## src/rtl/shift_reg_seq_pkg.sv

```systemverilog
// rtl/shift_reg_seq_pkg.sv - shared types and constants for the shift register sequencer
package shift_reg_seq_pkg;

    typedef enum logic [1:0] {
        IDLE  = 2'd0,
        LOAD  = 2'd1,
        SHIFT = 2'd2,
        DONE  = 2'd3
    } state_t;

    localparam logic OP_LOAD   = 1'b0;
    localparam logic OP_SHIFT  = 1'b1;
    localparam logic DIR_LEFT  = 1'b0;
    localparam logic DIR_RIGHT = 1'b1;

    function automatic int max_int(input int a, input int b);
        return (a > b) ? a : b;
    endfunction

endpackage

```

## src/rtl/shift_reg_sequencer_if.sv

```systemverilog
// rtl/shift_reg_sequencer_if.sv - command/response handshake bundle for the sequencer
//   master: host side (drives cmd_*, rsp_ready)
//   slave : sequencer side (drives cmd_ready, rsp_valid, rsp_data)
interface shift_reg_sequencer_if
    import shift_reg_seq_pkg::*;
#(
    parameter int WIDTH = 8,
    parameter int CNT_W = 8
);
    logic             cmd_valid;
    logic             cmd_ready;
    logic             cmd_op;
    logic             cmd_dir;
    logic [WIDTH-1:0] cmd_data;
    logic [CNT_W-1:0] cmd_count;
    logic             cmd_fill;
    logic             rsp_valid;
    logic             rsp_ready;
    logic [WIDTH-1:0] rsp_data;

    modport master (
        output cmd_valid, cmd_op, cmd_dir, cmd_data, cmd_count, cmd_fill, rsp_ready,
        input  cmd_ready, rsp_valid, rsp_data
    );

    modport slave (
        input  cmd_valid, cmd_op, cmd_dir, cmd_data, cmd_count, cmd_fill, rsp_ready,
        output cmd_ready, rsp_valid, rsp_data
    );
endinterface

```

## src/rtl/shift_reg_sequencer.sv

```systemverilog
// rtl/shift_reg_sequencer.sv - command-driven LOAD/SHIFT sequencer for a bidirectional shift register
//   clk, rst         : clock, asynchronous active-high reset
//   bus (slave)      : cmd valid/ready with op/dir/data/count/fill; rsp valid/ready with data
//   sr_d/sr_en/sr_dir: registered drive to the shift register
//   sr_out           : shift register contents, returned as rsp_data
//   busy             : high whenever not IDLE
module shift_reg_sequencer
    import shift_reg_seq_pkg::*;
#(
    parameter int WIDTH = 8,
    parameter int CNT_W = 8
) (
    input  logic                 clk,
    input  logic                 rst,
    shift_reg_sequencer_if.slave bus,
    output logic                 sr_d,
    output logic                 sr_en,
    output logic                 sr_dir,
    input  logic [WIDTH-1:0]     sr_out,
    output logic                 busy
);
    // Wide enough for both a full LOAD (WIDTH) and any SHIFT count.
    localparam int CW = max_int($clog2(WIDTH + 1), CNT_W);

    state_t           state_q, state_d;
    logic [CW-1:0]    cnt_q;
    logic [WIDTH-1:0] pend_q;      // LOAD bits still to be presented on sr_d
    logic             accept;
    logic             last;

    assign bus.cmd_ready = (state_q == IDLE);
    assign bus.rsp_data  = sr_out;
    assign busy          = (state_q != IDLE);

    always_comb begin
        state_d = state_q;
        accept  = 1'b0;
        last    = (cnt_q == CW'(1));
        case (state_q)
            IDLE: begin
                if (bus.cmd_valid) begin
                    accept = 1'b1;
                    if (bus.cmd_op == OP_LOAD) begin
                        state_d = LOAD;
                    end else if (bus.cmd_count != '0) begin
                        state_d = SHIFT;
                    end else begin
                        state_d = DONE;
                    end
                end
            end
            LOAD, SHIFT: begin
                if (last) begin
                    state_d = DONE;
                end
            end
            DONE: begin
                if (bus.rsp_ready) begin
                    state_d = IDLE;
                end
            end
            default: state_d = IDLE;
        endcase
    end

    always_ff @(posedge clk or posedge rst) begin
        if (rst) begin
            state_q       <= IDLE;
            cnt_q         <= '0;
            pend_q        <= '0;
            sr_d          <= 1'b0;
            sr_en         <= 1'b0;
            sr_dir        <= 1'b0;
            bus.rsp_valid <= 1'b0;
        end else begin
            state_q <= state_d;
            case (state_q)
                IDLE: begin
                    if (accept) begin
                        if (state_d == DONE) begin
                            // Zero-count SHIFT: answer immediately, leave sr_dir alone.
                            bus.rsp_valid <= 1'b1;
                        end else begin
                            sr_en  <= 1'b1;
                            sr_dir <= bus.cmd_dir;
                            if (bus.cmd_op == OP_LOAD) begin
                                cnt_q <= CW'(WIDTH);
                                // The bit entering first ends up furthest from the entry end.
                                if (bus.cmd_dir == DIR_LEFT) begin
                                    sr_d   <= bus.cmd_data[WIDTH-1];
                                    pend_q <= bus.cmd_data << 1;
                                end else begin
                                    sr_d   <= bus.cmd_data[0];
                                    pend_q <= bus.cmd_data >> 1;
                                end
                            end else begin
                                cnt_q <= CW'(bus.cmd_count);
                                sr_d  <= bus.cmd_fill;
                            end
                        end
                    end
                end
                LOAD: begin
                    if (last) begin
                        sr_en         <= 1'b0;
                        sr_d          <= 1'b0;
                        bus.rsp_valid <= 1'b1;
                    end else begin
                        cnt_q <= cnt_q - CW'(1);
                        if (sr_dir == DIR_LEFT) begin
                            sr_d   <= pend_q[WIDTH-1];
                            pend_q <= pend_q << 1;
                        end else begin
                            sr_d   <= pend_q[0];
                            pend_q <= pend_q >> 1;
                        end
                    end
                end
                SHIFT: begin
                    if (last) begin
                        sr_en         <= 1'b0;
                        sr_d          <= 1'b0;
                        bus.rsp_valid <= 1'b1;
                    end else begin
                        cnt_q <= cnt_q - CW'(1);
                    end
                end
                DONE: begin
                    if (bus.rsp_ready) begin
                        bus.rsp_valid <= 1'b0;
                    end
                end
                default: ;
            endcase
        end
    end
endmodule
```

## src/flat_wrapper.sv

```systemverilog
// flat-port wrapper written by rule: the top's interface ports become plain ports
module shift_reg_sequencer_flat import shift_reg_seq_pkg::*;
#(
    parameter int WIDTH = 8,
    parameter int CNT_W = 8
)
  (clk, rst, sr_d, sr_en, sr_dir, sr_out, busy, bus_cmd_valid, bus_cmd_op, bus_cmd_dir, bus_cmd_data, bus_cmd_count, bus_cmd_fill, bus_rsp_ready, bus_cmd_ready, bus_rsp_valid, bus_rsp_data);
  shift_reg_sequencer_if #(.WIDTH(WIDTH), .CNT_W(CNT_W)) bus_i ();
  input  logic clk;
  input  logic rst;
  output logic sr_d;
  output logic sr_en;
  output logic sr_dir;
  input  logic [WIDTH-1:0] sr_out;
  output logic busy;
  input wire logic [$bits(bus_i.cmd_valid)-1:0] bus_cmd_valid;
  input wire logic [$bits(bus_i.cmd_op)-1:0] bus_cmd_op;
  input wire logic [$bits(bus_i.cmd_dir)-1:0] bus_cmd_dir;
  input wire logic [$bits(bus_i.cmd_data)-1:0] bus_cmd_data;
  input wire logic [$bits(bus_i.cmd_count)-1:0] bus_cmd_count;
  input wire logic [$bits(bus_i.cmd_fill)-1:0] bus_cmd_fill;
  input wire logic [$bits(bus_i.rsp_ready)-1:0] bus_rsp_ready;
  output wire logic [$bits(bus_i.cmd_ready)-1:0] bus_cmd_ready;
  output wire logic [$bits(bus_i.rsp_valid)-1:0] bus_rsp_valid;
  output wire logic [$bits(bus_i.rsp_data)-1:0] bus_rsp_data;
  assign bus_i.cmd_valid = bus_cmd_valid;
  assign bus_i.cmd_op = bus_cmd_op;
  assign bus_i.cmd_dir = bus_cmd_dir;
  assign bus_i.cmd_data = bus_cmd_data;
  assign bus_i.cmd_count = bus_cmd_count;
  assign bus_i.cmd_fill = bus_cmd_fill;
  assign bus_i.rsp_ready = bus_rsp_ready;
  assign bus_cmd_ready = bus_i.cmd_ready;
  assign bus_rsp_valid = bus_i.rsp_valid;
  assign bus_rsp_data = bus_i.rsp_data;
  shift_reg_sequencer #(.WIDTH(WIDTH), .CNT_W(CNT_W)) u_core (.clk(clk), .rst(rst), .bus(bus_i), .sr_d(sr_d), .sr_en(sr_en), .sr_dir(sr_dir), .sr_out(sr_out), .busy(busy));
endmodule
```

## config.mk

```make
export PLATFORM = sky130hd
export DESIGN_NAME = shift_reg_sequencer_flat
export DESIGN_NICKNAME = d
export VERILOG_FILES = /design/src/rtl/shift_reg_seq_pkg.sv /design/src/rtl/shift_reg_sequencer_if.sv /design/src/rtl/shift_reg_sequencer.sv /design/src/flat_wrapper.sv
export SDC_FILE = /design/constraint.sdc
export NUM_CORES = 1
export LEC_CHECK = 0
export CAP_MARGIN = 40
export CORE_MARGIN = 1.5
export CORE_UTILIZATION = 43
export CTS_CLUSTER_SIZE = 14
export DETAILED_ROUTE_END_ITERATION = 6
export DONT_BUFFER_PORTS = 1
export HOLD_SLACK_MARGIN = 0.1
export SLEW_MARGIN = 20
export SYNTH_ARGS = -nofsm -noshare
export SYNTH_HDL_FRONTEND = slang
export SYNTH_SLANG_ARGS = --single-unit
```

## constraint.sdc

```tcl
create_clock -name clk -period 2.35 [get_ports clk]
set_clock_uncertainty 0.1 [all_clocks]
set_input_delay 0.5875 -clock clk [delete_from_list [all_inputs] [get_ports clk]]
set_output_delay 0.5875 -clock clk [all_outputs]
set_load 0.05 [all_outputs]
```

==> run summary <==
The detailed-route DRC error count came out at 0. Data on the critical path arrives at its endpoint at 1.50 ns. The data required time of the critical path is 1.66 ns. The congestion estimate from routability-driven global placement came to between 0.8 and 0.9.

STA classifies the critical path endpoint as an output pin. After synthesis, the cell types taking the most area are sky130_fd_sc_hd__dfrtp_1 (32%), sky130_fd_sc_hd__ha_1 (5.0%), sky130_fd_sc_hd__mux2i_1 (4.6%). The total power density per cell area is 1439 mW/mm2.

The setup slack of the worst register-to-register path came out at 0.17 ns. Summed over all failing endpoints, the final setup total negative slack is 0 ns. For this design, the CTS-stage hold fixing added 0 buffers.

Summed over all layers, the global routing overflow is 0. Before antenna repair, the detailed router went through 4 iterations. The clock transition at the registers of the reported paths came out at approximately 0.08 ns. The cell count after synthesis came out at roughly 190.

Setup violations remaining at the end of the flow were counted as 0. The number of setup buffers added after CTS is 0. TritonCTS built the clock tree. The commonest register cell after synthesis is sky130_fd_sc_hd__dfrtp_1.

The total non-filler cell area in the finished layout came out at between 0.0015 and 0.002 mm2. In this design, the largest share of critical-path delay is due to buffers and inverters. The share of layout cells above drive strength 1 is 0.1658. The post-synth design cell area is between 0.0015 and 0.002 mm2. The share of the synthesized area in the top cell type is 0.3161. The final-layout fill cell count is 360. For this run, the total global-route usage over all layers was measured as 0.2009.

By instance count, the leading cell after synthesis is sky130_fd_sc_hd__dfrtp_1. The number of warnings issued by yosys came out at 0. The detailed router placed around 1.4k vias in this run.

The period utilization came out at 0.9300. The total of flip-flops plus latches after synthesis came out at 22. The antenna violation net count after detailed routing is 0. The total half-perimeter wirelength after legalization and detailed placement came out at 3072 um. Counting flops with a built-in enable in the synthesized netlist gives 0. The overall die height came out at ~67 um.

The total detailed-routing wirelength came out at just over 4000 um. CTS placed an instance of sky130_fd_sc_hd__clkbuf_8 at the clock tree root. The clock passes through at most 2 buffers. The average routed wire per standard cell came out at ~17 um. The achievable clock frequency came out at around 460 MHz.

The mean post-synth cell area is ~9.1 um2. The initial antenna violation count came out at 0. The global-route wire length before repair is 6865 um. Once the clock tree was built, the resizer swapped 0 gates to a different size. The pin count of the biggest net entering global routing is 23. The growth of design area from synthesis to finish came out at 2.874%. The die is around 67 um wide.

Once placement finished, the instance area stood at about 0.0017 mm2. Setup repair after global routing left no endpoint under its margin. The number of distinct library cells after synthesis is just under 50.

The number of H-tree branching levels came out at 1. The signal on the critical path passes through inv_1 > ha_2 > buf_4 > inv_1 > buf_4. At the pin with the least slew margin, the transition time is 0.6331 ns.

The area of the die is about 0.0044 mm2. The clock period minus final worst setup slack is roughly 2.2 ns. The element type at the critical path start is a flip-flop.

The initial cell density of the core came out at 0.4618. The clock insertion delay at the later pin of the skew report is ~0.26 ns. The max-slew headroom at the worst pin came out at 0.5780.

The via count of the first global-routing pass came out at roughly 1.4k. Summing internal, switching and leakage power gives 2579 uW. The number of placement rows came out at 22. The delay of the slowest cell on the worst path is ~0.48 ns.

The slowest stage of the critical path is the sky130_fd_sc_hd__dfrtp_1 cell. The min-delay analysis places its worst path in the category input pin to asynchronous set/reset pin. The pre-CTS worst setup slack is ~0.13 ns.

The repair_antennas step left the layout with diodes totalling 0. When the netlist entered floorplanning its net count stood at 230. The core footprint is around 0.0038 mm2. The final hold violation count is 0.

The share of flip-flops with an asynchronous set or reset after synthesis came out at 1.000. In this run, the number of DRC markers left after iteration 0 of detailed routing was between 60 and 70. The max-slew violation count is 0. Ranked by instance count, the synthesized netlist is headed by sky130_fd_sc_hd__dfrtp_1 (22), sky130_fd_sc_hd__inv_1 (15), sky130_fd_sc_hd__a21oi_1 (13). Clock tree synthesis inserted a total of 3 buffers. The reported leakage power is roughly 0.00074 uW. The peak ir drop on the vdd network came out at between 0.0006 and 0.0007 V. The largest total area in the synthesized netlist belongs to sky130_fd_sc_hd__dfrtp_1. The TritonCTS sink count came out at 22. The number of nets in the final layout is between 200 and 250.

The highest fanout seen on the critical path came out at 9. In this run the count of I/O pins placed on the die edge is between 40 and 50. In the routed layout, each cell is associated on average with a via count of between 6 and 7. The number of buffers added on ports came out at 0.

The critical path contains buffers and inverters numbering 4 combined. The flow ran to the end, and the final reports show no timing, DRC or antenna violations. The sequential fraction of the synthesis area came out at 0.3161. The setup path with the least slack is of type flip-flop to output pin. The tool flagged a number of max-cap violations equal to 0.

In the post-route analysis, the smallest setup slack over all paths is between 0.15 and 0.2 ns.
==> stage by stage <==
stage / util / hold slack [ns] / instances
3_3_place_gp: 0.4599 / 0.4272 / 231
3_5_place_dp: 0.4599 / 0.4311 / 231
5_1_grt: 0.4751 / 0.1744 / 235
4_1_cts: 0.4745 / 0.1529 / 235
6_report: 0.4751 / 0.1444 / 235
2_1_floorplan: - / 0.4024 / 192
==> report_power, final <==
| group | leakage (uW) | internal (uW) | total, uW | switching (uW) |
|---|---|---|---|---|
| clock network | 0.0000288 | 149 | 279 | 130 |
| registers | 0.000261 | 558 | 842 | 284 |
| logic | 0.000446 | 633 | 1460 | 824 |
==> cells by family after synthesis <==
family / synth area share
flip-flops: 0.3161
multiplexers: 0.09124
buffers and inverters: 0.1185
AO/OA/AOI/OAI: 0.2414
AND/OR/NAND/NOR: 0.1825
adder cells (fa/ha/maj): 0.05029
==> placed cells by master, fill, tap and decap left out, drive strengths merged, types with 4 or more instances in the layout <==
cell,instances
a211oi,7
a21oi,13
a31oi,8
a32oi,4
buf,11
clkbuf,4
dfrtp,22
ha,7
inv,15
mux2,7
mux2i,8
nand2,12
nand3,4
nor2,7
nor2b,6
nor4,5
o21ai,7
==> final timing paths <==
check                                  start               end  cells past startpoint
max                        u_core.state_q[1]              busy                      5
min                                      rst   u_core.cnt_q[3]                      2
max reg2reg                u_core.state_q[1]   u_core.cnt_q[2]                      6
min reg2reg                 u_core.pend_q[5]  u_core.pend_q[5]                      1
max in group asynchronous                rst      u_core.sr_en                      2
min in group clk                 bus_cmd_dir     u_core.sr_dir                      2
==> worst reg2reg max path, stage by stage, from the launching register on <==
cell and delay (ns):
sky130_fd_sc_hd__dfrtp_1 0.48, sky130_fd_sc_hd__inv_1 0.10, sky130_fd_sc_hd__ha_2 0.49, sky130_fd_sc_hd__nor2_1 0.18, sky130_fd_sc_hd__a31oi_2 0.32, sky130_fd_sc_hd__and2_4 0.26
sky130_fd_sc_hd__o221ai_1 0.12
==> sequential cells by signal, indices dropped and copies added, names as in the netlist <==
register              count
u_core.state_q            2
u_core.sr_dir             1
u_core.sr_en              1
u_core.bus.rsp_valid      1
u_core.cnt_q              8
u_core.pend_q             8
u_core.sr_d               1
==> final cells by class <==
cell class	count	area, um2	share of cell area
clock buffers	4	55.05	0.03073
inverters	15	56.30	0.03142
multi-input cells	135	987.2	0.5510
flip-flops and latches	22	550.5	0.3073
well taps	48	60.06	0.03352
repair buffers	11	82.58	0.04609
==> per-layer routing <==
layer / track usage / routed length (um) / up-vias
li1: - / - / 689
met1: 0.2579 / 1832 / 713
met2: 0.3488 / 2061 / 27
met3: 0.03041 / 160 / 4
met4: 0.05612 / 24 / 0
met5: 0 / 0 / -
Power figures use the tool's default switching activity.
